`config.mk`:
```
export PLATFORM = sky130hd
export DESIGN_NAME = pred_ctx_seq_flat
export DESIGN_NICKNAME = d
export VERILOG_FILES = /design/src/rtl/pred_ctx_if.sv /design/src/rtl/pred_ctx_seq.sv /design/src/flat_wrapper.sv
export SDC_FILE = /design/constraint.sdc
export NUM_CORES = 1
export LEC_CHECK = 0
export ABC_AREA = 1
export ABC_CLOCK_PERIOD_IN_PS = 11500
export CORE_MARGIN = 2
export CORE_UTILIZATION = 40
export CTS_CLUSTER_SIZE = 12
export DETAILED_ROUTE_END_ITERATION = 6
export HOLD_SLACK_MARGIN = 0.03
export PLACE_DENSITY = 0.56
export SLEW_MARGIN = 10
export SYNTH_ARGS = -nofsm -noshare
export SYNTH_HDL_FRONTEND = slang
export SYNTH_SLANG_ARGS = --single-unit
export TNS_END_PERCENT = 100
```
`constraint.sdc`:
```
create_clock -name CLK -period 11.5 [get_ports CLK]
set_clock_uncertainty 0.15 [all_clocks]
set_input_delay 2.3 -clock CLK [delete_from_list [all_inputs] [get_ports CLK]]
set_output_delay 2.3 -clock CLK [all_outputs]
set_load 0.05 [all_outputs]
```
`src/rtl/pred_ctx_if.sv`:
```
// rtl/pred_ctx_if.sv - configuration, run-control and context-output bundle for pred_ctx_seq
interface pred_ctx_if #(
  parameter int AW     = 4,
  parameter int ITER_W = 8
);
  logic              cfg_we;
  logic [AW-1:0]     cfg_addr;
  logic [46:0]       cfg_data;
  logic              start;
  logic [AW-1:0]     ctx_last;
  logic [ITER_W-1:0] iter_num;
  logic              stall;
  logic              busy;
  logic              done;
  logic [AW-1:0]     ctx_pc;
  logic [ITER_W-1:0] iter_cnt;
  logic              write_back_p;
  logic [8:0]        control_in_p;
  logic [5:0]        control_put_in_p;
  logic [5:0]        control_put_out_p;
  logic [5:0]        control_pred;
  logic [5:0]        control_send_p;
  logic [8:0]        control_out_p;
  logic [3:0]        control_pe2fu_p;

  modport master (
    output cfg_we, cfg_addr, cfg_data, start, ctx_last, iter_num, stall,
    input  busy, done, ctx_pc, iter_cnt, write_back_p, control_in_p,
           control_put_in_p, control_put_out_p, control_pred, control_send_p,
           control_out_p, control_pe2fu_p
  );

  modport slave (
    input  cfg_we, cfg_addr, cfg_data, start, ctx_last, iter_num, stall,
    output busy, done, ctx_pc, iter_cnt, write_back_p, control_in_p,
           control_put_in_p, control_put_out_p, control_pred, control_send_p,
           control_out_p, control_pe2fu_p
  );
endinterface

```
`src/rtl/pred_ctx_seq.sv`:
```
// rtl/pred_ctx_seq.sv - context sequencer driving the PE predicate register file controls
module pred_ctx_seq #(
  parameter int         DEPTH   = 16,
  parameter int         AW      = 4,
  parameter int         ITER_W  = 8,
  parameter logic [5:0] SCRATCH = 6'd63
) (
  input  logic     CLK,
  input  logic     RST_N,
  pred_ctx_if.slave bus
);

  // Idle word: no write-back, pred_out forced to 0, put-in write parked on SCRATCH
  localparam logic [46:0] NOP = {1'b0, 9'd0, SCRATCH, SCRATCH, 6'd0, 6'd0, 9'd0, 4'b1111};

  typedef enum logic [1:0] {S_IDLE, S_RUN, S_DONE} state_t;

  state_t            state;
  logic [46:0]       mem [DEPTH];
  logic [46:0]       word;
  logic [AW-1:0]     pc;
  logic [AW-1:0]     pc_inc;
  logic [AW-1:0]     last;
  logic [ITER_W-1:0] it;
  logic [ITER_W-1:0] num;
  logic              stalled;
  logic              busy_r;
  logic              done_r;

  assign pc_inc = pc + AW'(1);

  // Context memory: writable only while not sequencing, never reset
  always_ff @(posedge CLK) begin
    if (bus.cfg_we && state != S_RUN) mem[bus.cfg_addr] <= bus.cfg_data;
  end

  // Sequencer FSM; all outputs registered so the falling-edge register-file write sees stable values
  always_ff @(posedge CLK or negedge RST_N) begin
    if (!RST_N) begin
      state   <= S_IDLE;
      word    <= NOP;
      pc      <= '0;
      it      <= '0;
      last    <= '0;
      num     <= '0;
      stalled <= 1'b0;
      busy_r  <= 1'b0;
      done_r  <= 1'b0;
    end else begin
      case (state)
        S_IDLE: begin
          done_r <= 1'b0;
          if (bus.start) begin
            if (bus.iter_num != '0) begin
              last    <= bus.ctx_last;
              num     <= bus.iter_num;
              pc      <= '0;
              it      <= '0;
              word    <= mem[0];
              stalled <= 1'b0;
              busy_r  <= 1'b1;
              state   <= S_RUN;
            end else begin
              done_r <= 1'b1;
              state  <= S_DONE;
            end
          end
        end
        S_RUN: begin
          if (bus.stall) begin
            // Freeze position; the interrupted context is re-issued once stall drops
            word    <= NOP;
            stalled <= 1'b1;
          end else if (stalled) begin
            word    <= mem[pc];
            stalled <= 1'b0;
          end else if (pc < last) begin
            pc   <= pc_inc;
            word <= mem[pc_inc];
          end else if (it != num - ITER_W'(1)) begin
            pc   <= '0;
            it   <= it + ITER_W'(1);
            word <= mem[0];
          end else begin
            word   <= NOP;
            busy_r <= 1'b0;
            done_r <= 1'b1;
            state  <= S_DONE;
          end
        end
        S_DONE: begin
          done_r <= 1'b0;
          state  <= S_IDLE;
        end
        default: state <= S_IDLE;
      endcase
    end
  end

  assign bus.busy     = busy_r;
  assign bus.done     = done_r;
  assign bus.ctx_pc   = pc;
  assign bus.iter_cnt = it;
  assign {bus.write_back_p, bus.control_in_p, bus.control_put_in_p, bus.control_put_out_p,
          bus.control_pred, bus.control_send_p, bus.control_out_p, bus.control_pe2fu_p} = word;

endmodule

```
`src/flat_wrapper.sv`:
```
// flat-port wrapper written by rule: the top's interface ports become plain ports
module pred_ctx_seq_flat 
#(
  parameter int         DEPTH   = 16,
  parameter int         AW      = 4,
  parameter int         ITER_W  = 8,
  parameter logic [5:0] SCRATCH = 6'd63
)
  (CLK, RST_N, bus_cfg_we, bus_cfg_addr, bus_cfg_data, bus_start, bus_ctx_last, bus_iter_num, bus_stall, bus_busy, bus_done, bus_ctx_pc, bus_iter_cnt, bus_write_back_p, bus_control_in_p, bus_control_put_in_p, bus_control_put_out_p, bus_control_pred, bus_control_send_p, bus_control_out_p, bus_control_pe2fu_p);
  pred_ctx_if #(.AW(AW), .ITER_W(ITER_W)) bus_i ();
  input  logic CLK;
  input  logic RST_N;
  input wire logic [$bits(bus_i.cfg_we)-1:0] bus_cfg_we;
  input wire logic [$bits(bus_i.cfg_addr)-1:0] bus_cfg_addr;
  input wire logic [$bits(bus_i.cfg_data)-1:0] bus_cfg_data;
  input wire logic [$bits(bus_i.start)-1:0] bus_start;
  input wire logic [$bits(bus_i.ctx_last)-1:0] bus_ctx_last;
  input wire logic [$bits(bus_i.iter_num)-1:0] bus_iter_num;
  input wire logic [$bits(bus_i.stall)-1:0] bus_stall;
  output wire logic [$bits(bus_i.busy)-1:0] bus_busy;
  output wire logic [$bits(bus_i.done)-1:0] bus_done;
  output wire logic [$bits(bus_i.ctx_pc)-1:0] bus_ctx_pc;
  output wire logic [$bits(bus_i.iter_cnt)-1:0] bus_iter_cnt;
  output wire logic [$bits(bus_i.write_back_p)-1:0] bus_write_back_p;
  output wire logic [$bits(bus_i.control_in_p)-1:0] bus_control_in_p;
  output wire logic [$bits(bus_i.control_put_in_p)-1:0] bus_control_put_in_p;
  output wire logic [$bits(bus_i.control_put_out_p)-1:0] bus_control_put_out_p;
  output wire logic [$bits(bus_i.control_pred)-1:0] bus_control_pred;
  output wire logic [$bits(bus_i.control_send_p)-1:0] bus_control_send_p;
  output wire logic [$bits(bus_i.control_out_p)-1:0] bus_control_out_p;
  output wire logic [$bits(bus_i.control_pe2fu_p)-1:0] bus_control_pe2fu_p;
  assign bus_i.cfg_we = bus_cfg_we;
  assign bus_i.cfg_addr = bus_cfg_addr;
  assign bus_i.cfg_data = bus_cfg_data;
  assign bus_i.start = bus_start;
  assign bus_i.ctx_last = bus_ctx_last;
  assign bus_i.iter_num = bus_iter_num;
  assign bus_i.stall = bus_stall;
  assign bus_busy = bus_i.busy;
  assign bus_done = bus_i.done;
  assign bus_ctx_pc = bus_i.ctx_pc;
  assign bus_iter_cnt = bus_i.iter_cnt;
  assign bus_write_back_p = bus_i.write_back_p;
  assign bus_control_in_p = bus_i.control_in_p;
  assign bus_control_put_in_p = bus_i.control_put_in_p;
  assign bus_control_put_out_p = bus_i.control_put_out_p;
  assign bus_control_pred = bus_i.control_pred;
  assign bus_control_send_p = bus_i.control_send_p;
  assign bus_control_out_p = bus_i.control_out_p;
  assign bus_control_pe2fu_p = bus_i.control_pe2fu_p;
  pred_ctx_seq #(.DEPTH(DEPTH), .AW(AW), .ITER_W(ITER_W), .SCRATCH(SCRATCH)) u_core (.CLK(CLK), .RST_N(RST_N), .bus(bus_i));
endmodule
```
== Yosys cells after proc, flatten, opt, wreduce, memory -nomap -nowiden ==
Memory sizes are Yosys's and may differ from the RTL's.
Index checks and enable logic that the tools add are counted.

* $add $sub $neg: 3
* Multipliers: 0
* Div/mod/pow operators: 0
* Order comparisons: 1
* Equality and inequality tests: 12
* Shift-type cells: 0
* Multiplexer cells: 48
* Bitwise logic cells: 0
* Reduce and logical (&&, ||, !) cells: 12

{| class="wikitable"
|+ Operators with widths
! operator !! number
|-
| 2-to-1 mux 47 bit || 6
|-
| one-hot mux 47 bit (2 select lines) || 1
|-
| 2-to-1 mux 8 bit || 6
|-
| 2-to-1 mux 4 bit || 6
|-
| 2-to-1 mux 1 bit || 17
|-
| one-hot mux 8 bit (2 select lines) || 1
|-
| AND reduction 7 bit || 2
|-
| 2-to-1 mux 2 bit || 6
|-
| != test 2 bit (second input constant) || 5
|-
| AND reduction 5 bit || 2
|-
| adder 8 x 1 -> 8 bit (second input constant) || 1
|-
| != test 8 bit || 1
|-
| one-hot mux 4 bit (2 select lines) || 1
|-
| nonzero test 8 bit || 1
|-
| subtractor 8 x 1 -> 8 bit (second input constant) || 1
|-
| != test 2 x 1 -> 1 bit (second input constant) || 3
|-
| AND reduction 3 bit || 2
|-
| AND reduction 6 bit || 1
|-
| adder 4 x 1 -> 4 bit (second input constant) || 1
|-
| < comparator 4 bit || 1
|-
| one-hot mux 1 bit (2 select lines) || 2
|-
| one-hot mux 2 bit (2 select lines) || 1
|-
| != test 3 x 1 -> 1 bit (second input constant) || 1
|-
| one-hot mux 1 bit (3 select lines) || 1
|-
| other kinds (6) || 6
|}

* Bits in registers: 76
* Latch bits: 0
* Bits in writable memories: 752
* Memory bits (read-only): 0
* Bits of input ports: 68
* Output and inout bits: 61
* Memories kept: 1

{| class="wikitable"
|+ Memory list
! name !! words !! bits a word !! rd ports !! clocked after memory_dff !! wr ports !! RTL line !! RTL
|-
| u_core.mem || 16 || 47 || 3 || 0 || 1 || pred_ctx_seq.sv:19 || <nowiki>logic [46:0] mem [DEPTH];</nowiki>
|}

== Depth between registers and ports, before layout ==
* Depth after elaboration: 7
* Gate-level depth with buffers: 17

== Worst setup path before layout ==
OpenSTA, ideal clock, no wires.

* Path kind: in2reg
* Start point: input port bus_cfg_we
* End point: memory u_core.mem[10][0], enable pin
* Library setup time: 510 ps
* Data arrival time: 5743 ps
* Slack: 5097 ps
* Cell stages on the path: 2
* Path buffers: 0
* Cells stage by stage: nand2_1 > nor3_1

* Cells in the longest elaborated chain, start to end: 3

{| class="wikitable"
|+ Ends and longest elaborated chain
! element !! RTL line !! RTL
|-
| start: declaration || flat_wrapper.sv:13 || <nowiki>input wire logic [$bits(bus_i.cfg_we)-1:0] bus_cfg_we;</nowiki>
|-
| logical AND 1 bit || pred_ctx_seq.sv:34 || <nowiki>if (bus.cfg_we && state != S_RUN) mem[bus.cfg_addr] <= bus.cfg_data;</nowiki>
|-
| 2-to-1 mux 1 bit || pred_ctx_seq.sv:34 ||
|-
| 2-to-1 mux 1 bit (not written as such) || pred_ctx_seq.sv:34 ||
|-
| end: declaration || pred_ctx_seq.sv:19 ||
|}

Every way passes these cells.

== Worst setup path after layout ==
* Start point: register u_core.pc[3] (netlist: u_core.bus.ctx_pc[3])
* End point: output port bus_ctx_pc[3]

{| class="wikitable"
|+ RTL lines
! element !! RTL line !! RTL
|-
| start: declaration || pred_ctx_seq.sv:21 || <nowiki>logic [AW-1:0] pc;</nowiki>
|-
| start signal: assignment || pred_ctx_seq.sv:78 || <nowiki>pc <= pc_inc;</nowiki>
|-
| end: declaration || flat_wrapper.sv:22 || <nowiki>output wire logic [$bits(bus_i.ctx_pc)-1:0] bus_ctx_pc;</nowiki>
|}

No word-level cell between the ends.

==> key figures <==
Place
  • Port Buffers: 128
  • Detail Placement HPWL: 68200 um
  • Placed cell area: 0.0450 mm2
  • Final GP Congestion: 0.782

STA
  • Fin crit period: 5.23 ns
  • Maximum clock frequency: 191 MHz
  • Setup Total Neg Slack: 0 ns
  • RSZ-0062 raised after global routing: no
  • Period utilization: 45.5%
  • Final Hold Fails: 0
  • Final Slew Violations: 0
  • Final setup viols: 0
  • Actual slew at the worst max-slew pin: 1.22 ns
  • Relative slew slack: 19.0%

Logic synthesis
  • Cell Area, Synth: 0.0432 mm2
  • Yosys cell types: 42
  • Synth Area per Inst: 8.86 um2
  • Synth Instances: 4873
  • Seq/Total Area, Yosys: 56.8%
  • Post-Syn Nets: 4950
  • Synthesized flop and latch total: 828
  • Yosys warning count: 0

Worst setup path
  • Worst-path maximum fanout: 51
  • Slowest stage delay, CP: 1.13 ns
  • R2r setup slk: 6.74 ns
  • Worst-case reg-to-reg path depth: 13
  • CP Capture Point: bus_ctx_pc[3]
  • Crit-path cells: clkdlybuf4s50_1
  • Worst Path Arrival: 2.78 ns
  • Critical Path RT: 9.05 ns
  • Crit path from: u_core.bus.ctx_pc[3]$_DFFE_PN0P_
  • Reg-to-Reg End: u_core.word[23]$_DFFE_PN0P_
  • Crit end category: output pin
  • Worst reg2reg path startpoint: u_core.bus.ctx_pc[0]$_DFFE_PN0P_
  • CP top delay family: flip-flops
  • WP buf/inv: 1
  • Slowest CP cell: dfrtp_4
  • Worst Path Class, Setup: register to output pin
  • Startpoint Class: register
  • Levels on crit path: 1

Die
  • I/O Pins: 129
  • Die area: 0.111 mm2
  • Die Height: 333 um
  • FP Rows: 120
  • Die X: 333 um
  • Initial Utilization: 40.3%
  • Core ar.: 0.107 mm2

Final layout
  • Layout cell share with drive strength beyond 1: 6.55%
  • Area Overhead vs Synth: 11.2%
  • Nets: 4880
  • Final non-filler cell area: 0.0480 mm2
  • Final core utilization: 44.8%
  • Fillers: 10200

Power and ir drop
  • PD cells: 233 mW/mm2
  • Leak: 18.5 nW
  • Worst vdd ir: 0.129 mV

Clocking
  • Clock Pin Slew Worst Setup and Hold Paths: 0.05 ns
  • Root Driver: clkbuf_16
  • Clock Tree Buf Depth: 3
  • Post-CTS Setup Repair Bufs: 0
  • Htree depth: 3
  • CTS tree: done
  • # resized after CTS: 0
  • Sinks on the clock net: 828
  • Post-CTS Hold Buffers: 0
  • TritonCTS buffer count: 93
  • Clock latency on the worst-skew pair: 0.68 ns

Route
  • WL/cell: 21.6 um
  • DR pass1 iterations: 6
  • Antenna viol nets, final: 0
  • # DRC: 0
  • 1st-iter DRT viols: 3575
  • Vias: 34900
  • WL final: 136000 um
  • DR vias/cell: 5.55

GRT
  • GR Util met1: 34.2%
  • Number of global-route vias before repair: 32400
  • Layer with the highest usage: met2
  • Grt ovf: 0
  • Largest net degree at the start of global routing: 249
  • Grt met2 use: 38.6%
  • First-pass GRT wire length: 203000 um
  • GR Util All Layers: 24.1%
  • Initial antenna violation count: 5
  • Met3 Usage GRT: 3.32%

Status
  • Status: complete, no violations

Job
  • Max-cap violations: 0

Min path
  • Hold WC Path Type: register to register
## final cells by class
type	count	area (um2)	share of cell area [%]
clock buffer	138	2690	5.61
tap	1403	1760	3.66
timing repair buffer	192	1780	3.72
clock inverter	36	343	0.714
sequential	828	24500	51.1
multi-input combinational	3262	15300	31.8
antenna	4	10.0	0.0209
inverter	426	1630	3.40
## flip-flops by register name, summed over array words and instances, names as in the netlist
| signal | flops |
|---|---|
| u_core.word | 47 |
| u_core.bus.ctx_pc | 4 |
| u_core.stalled | 1 |
| u_core.num | 8 |
| u_core.bus.iter_cnt | 8 |
| u_core.mem | 752 |
| u_core.last | 4 |
| u_core.bus.busy | 1 |
| u_core.bus.done | 1 |
| u_core.state | 2 |
## cell families (layout without fill, tap and decap cells)
logic type,Yosys count,in the layout,synth area share [%]
xor gates and xnor gates,13,13,0.299
AOI/OAI and AO/OA,962,962,11.9
buffers and inverters,783,792,8.26
muxes,1,1,0.0261
DFF,828,828,56.8
adders and majority gates,9,9,0.261
and+or+nand+nor,2277,2277,22.5
other,0,4,0
## routing by layer
| layer | vias up | share of wire (%) |
|---|---|---|
| met4 | 2 | 2.5 |
| met1 | 16800 | 44 |
| met5 | - | 0.0095 |
| li1 | 16500 | - |
| met2 | 1361 | 46 |
| met3 | 219 | 7.4 |
## stage by stage
step | setup slack (ns) | std cells | total power, W | hold WS [ns]
after global routing | 6.16 | 6288 | 0.0118 | 0.339
after CTS | 6.24 | 6285 | 0.0112 | 0.323
after floorplan | 5.10 | 4873 | 0.00704 | 0.323
after detailed placement | 5.94 | 6111 | 0.00821 | 0.313
final | 6.27 | 6289 | 0.0112 | 0.320
after global placement | 6.05 | 6111 | 0.00816 | 0.308
## Yosys cell counts, drive strengths merged
| master | count | area [um2] |
|---|---|---|
| nand2 | 1176 | 4410 |
| nand3 | 791 | 3970 |
| edfxtp | 752 | 22600 |
| a21oi | 442 | 2210 |
| o21ai | 428 | 2150 |
| inv | 420 | 1580 |
| buf | 241 | 1530 |
| nor2 | 237 | 892 |
| clkbuf | 116 | 437 |
| o211ai | 89 | 743 |
| dfrtp | 60 | 1500 |
| or2 | 57 | 357 |
| dfstp | 16 | 420 |
| nor3 | 10 | 50.1 |
| xor2 | 10 | 103 |
| ha | 9 | 113 |
| clkinv | 6 | 22.5 |
| nand4 | 3 | 18.8 |
| xnor2 | 3 | 26.3 |
| a21boi | 1 | 7.51 |
| and2 | 1 | 6.26 |
| mux2 | 1 | 11.3 |
| nand3b | 1 | 7.51 |
| nor4 | 1 | 6.26 |
| o21bai | 1 | 7.51 |
| o31ai | 1 | 7.51 |
## worst min path at each step
stage / start / cells past startpoint / slack (ns) / end
5_1_grt: u_core.word[32]$_DFFE_PN1P_ / 2 / 0.34 / u_core.word[32]$_DFFE_PN1P_
3_5_place_dp: u_core.word[33]$_DFFE_PN1P_ / 2 / 0.31 / u_core.word[33]$_DFFE_PN1P_
6_report: u_core.word[28]$_DFFE_PN1P_ / 2 / 0.32 / u_core.word[28]$_DFFE_PN1P_
3_3_place_gp: u_core.word[33]$_DFFE_PN1P_ / 2 / 0.31 / u_core.word[33]$_DFFE_PN1P_
2_1_floorplan: u_core.num[7]$_DFFE_PN0P_ / 2 / 0.32 / u_core.num[7]$_DFFE_PN0P_
4_1_cts: u_core.word[33]$_DFFE_PN1P_ / 2 / 0.32 / u_core.word[33]$_DFFE_PN1P_
## cells in the final DEF (no fill, tap or decap), drive strengths merged, types with 4 or more instances in the layout
cell type         n
a21oi           442
buf              65
bufinv            6
clkbuf          138
clkdlybuf4s50   127
clkinv           36
dfrtp            60
dfstp            16
diode             4
edfxtp          752
ha                9
inv             420
nand2          1176
nand3           791
nor2            237
nor3             10
o211ai           89
o21ai           428
or2              57
xor2             10
## power breakdown
| part | leakage [nW] | switching [W] | internal [W] |
|---|---|---|---|
| registers | 7.66 | 0.000194 | 0.00349 |
| logic | 9.33 | 0.00314 | 0.00137 |
| clock network | 1.49 | 0.00122 | 0.00175 |
(Power assumes the default switching activity.)
==> variant (same flow settings) <==
`AW` is set to 4 in 3 places; all go to 3.
--- a/src/rtl/pred_ctx_if.sv
+++ b/src/rtl/pred_ctx_if.sv
@@ -1,5 +1,5 @@
 // rtl/pred_ctx_if.sv - configuration, run-control and context-output bundle for pred_ctx_seq
 interface pred_ctx_if #(
-  parameter int AW     = 4,
+  parameter int AW     = 3,
   parameter int ITER_W = 8
 );
--- a/src/rtl/pred_ctx_seq.sv
+++ b/src/rtl/pred_ctx_seq.sv
@@ -2,5 +2,5 @@
 module pred_ctx_seq #(
   parameter int         DEPTH   = 16,
-  parameter int         AW      = 4,
+  parameter int         AW      = 3,
   parameter int         ITER_W  = 8,
   parameter logic [5:0] SCRATCH = 6'd63
--- a/src/flat_wrapper.sv
+++ b/src/flat_wrapper.sv
@@ -3,5 +3,5 @@
 #(
   parameter int         DEPTH   = 16,
-  parameter int         AW      = 4,
+  parameter int         AW      = 3,
   parameter int         ITER_W  = 8,
   parameter logic [5:0] SCRATCH = 6'd63
Interface: changed (resized bus_cfg_addr, bus_ctx_last and bus_ctx_pc); port bits go from 129 to 126. No check against the original RTL was run, so the function may have changed too.
==> variant against the original RTL <==
Area after synthesis down 46%. Wire length down 49%. Setup slack worse by 0.31 ns. Worst hold slack worse by 0.0046 ns. Via count down 46%. Final cell count down 46%. Non-clock buffer count down 33. Design area down 45%. Power down 39%. Critical path type is now primary input to flop. Sequential cell count down 378.
==> variant: results (changes against the original RTL) <==
| Metric | Value |
|---|---|
| Status | finished clean |
| Number of global-route vias before repair | 18270 (-44%) |
| Crit path DAT | 5.88 ns (+3.10 ns) |
| Clock root cell | clkbuf_16 |
| Aggregate global-route resource usage | 0.2284 (-0.01277) |
| Starting DRT DRC Count | 1785 (-50%) |
| Synth top cells by count | 486 x nand2_1, 376 x edfxtp_1, 310 x o21ai_0, 299 x a21oi_1, 245 x inv_1 |
| Post-Synth XOR/XNOR Area | 0.004547 (+0.001562) |
| Synth top area cells | edfxtp_1 49%, nand2_1 7.9%, o21ai_0 6.7% |
| Slowest cell on crit path | clkinv_1 |
| Detailed placer's ending HPWL | 36250 um (-47%) |
| Crit-path max FO | 66 (+29%) |
| Worst slack at placement | 5.377 ns (-0.5648 ns) |
| Synth Area in Compound Gates | 0.1982 (+0.07938) |
| Peak supply drop | 140.2 uV (+8.5%) |
| Largest net degree at the start of global routing | 171 (-31%) |
| Adder-cell share of the synthesized area | 0.004330 (+0.001722) |
| GP Congestion | 0.7951 (+1.7%) |
| Regs by FF count | u_core.mem (376), u_core.word (47) |
| Nets | 2646 (-46%) |
| Later-pin clock latency in the skew report | 0.61 ns (-0.07 ns) |
| Async set-reset flop share out of synthesis | 0.1644 (+0.07266) |
| Share of cells above drive strength 1 | 0.06463 (-0.0009198) |
| Leak | 10.24 nW (-45%) |
| Global-route wire length before repair | 105100 um (-48%) |
| CTS Buffer Depth | 3 (unchanged) |
| Routed wire length per instance | 20.38 um (-5.9%) |
| Post-synthesis mux area share | 0.0004872 (+0.0002264) |
| CP Capture Type | flop |
| CTS H-Tree Depth | 2 (-1) |
| Initial antenna violation count | 3 (-2) |
| Fillers | 5298 (-48%) |
| Pre-antenna DRT Iters | 5 (-1) |
| CP peak stage delay | 0.84 ns (-0.29 ns) |
| Synth cell types | 38 (-9.5%) |
| Number of I/O port buffers | 125 (-2.3%) |
| Warnings, synthesis | 0 (unchanged) |
| EDFF count, synth | 376 (-50%) |
| Slew @ Worst Pin | 1.110 ns (-0.1050 ns) |
| Crit-path leading delay family | buffers and inverters |
| Mapped Nets | 2628 (-47%) |
| CTS buffer count | 52 (-44%) |
| Drt via density | 5.551 (about the same) |
| Sequential share of the synthesized area | 0.5694 (+0.001912) |
-- variant: through the flow --
| step | cell area (sq um) | total power [W] | util | std cells | hold WS, ns |
|---|---|---|---|---|---|
| after global routing | 26530 | 0.007257 | 0.4624 | 3381 | 0.3344 |
| after floorplan | 23110 | 0.004281 | - | 2554 | 0.3232 |
| final | 26530 | 0.006814 | 0.4624 | 3381 | 0.3154 |
| after CTS | 26530 | 0.006848 | 0.4624 | 3380 | 0.3193 |
| after global placement | 24810 | 0.005111 | 0.4324 | 3283 | 0.3057 |
| after detailed placement | 24810 | 0.005178 | 0.4324 | 3283 | 0.3086 |
-- variant: path summary, 6_finish.rpt --
kind	start	to	slack, ns	cells past startpoint
worst min-delay path	u_core.word[3]	u_core.word[3]	0.32	2
worst max-delay path	bus_iter_num[6]	u_core.bus.ctx_pc[2]	5.96	13
max in group asynchronous	RST_N	u_core.bus.ctx_pc[0]	8.47	2
min in group asynchronous	RST_N	u_core.word[39]	1.52	1
worst max register to register	u_core.bus.ctx_pc[0]	u_core.word[46]	7.58	10
worst min register to register	u_core.word[3]	u_core.word[3]	0.32	2
-- variant: cell families after synthesis --
family / after synthesis
mux: 1
buf+inv: 460
flops: 450
compound gates: 813
fa+ha+maj: 8
xor+xnor: 12
simple gates: 810
-- variant: area by class of cell --
type | count | area [sq um] | share of cell area
timing repair buffer | 159 | 1504 | 0.05669
sequential | 450 | 13170 | 0.4965
clock buffer | 75 | 1499 | 0.05650
inverter | 265 | 1005 | 0.03787
tap | 765 | 957.2 | 0.03608
multi-input combinational | 1644 | 8170 | 0.3080
antenna | 1 | 2.502 | 0.00009433
clock inverter | 22 | 220.2 | 0.008301
-- variant: power breakdown --
group	total (W)	leakage [nW]	internal [W]	switching (W)
logic	0.00304	5.13	0.000930	0.00211
registers	0.00212	4.26	0.00197	0.000153
clock network	0.00165	0.851	0.000992	0.000661
-- variant: metal layers --
metal  routed length [um]  global-route usage
met1                29940              0.3051
met2                32240              0.3797
met5                   23                   0
met4                 2064             0.08662
met3                 4632             0.02930
-- variant: worst reg2reg max path, cell delays in order, from the launching register on --
cell,delay [ns]
dfrtp_4,0.87
buf_4,0.95
buf_4,0.89
nor2_1,0.20
a21oi_1,0.14
o21ai_0,0.14
o211ai_1,0.21
nand2_1,0.07
nand2_1,0.06
nand2_1,0.06
a21oi_1,0.13
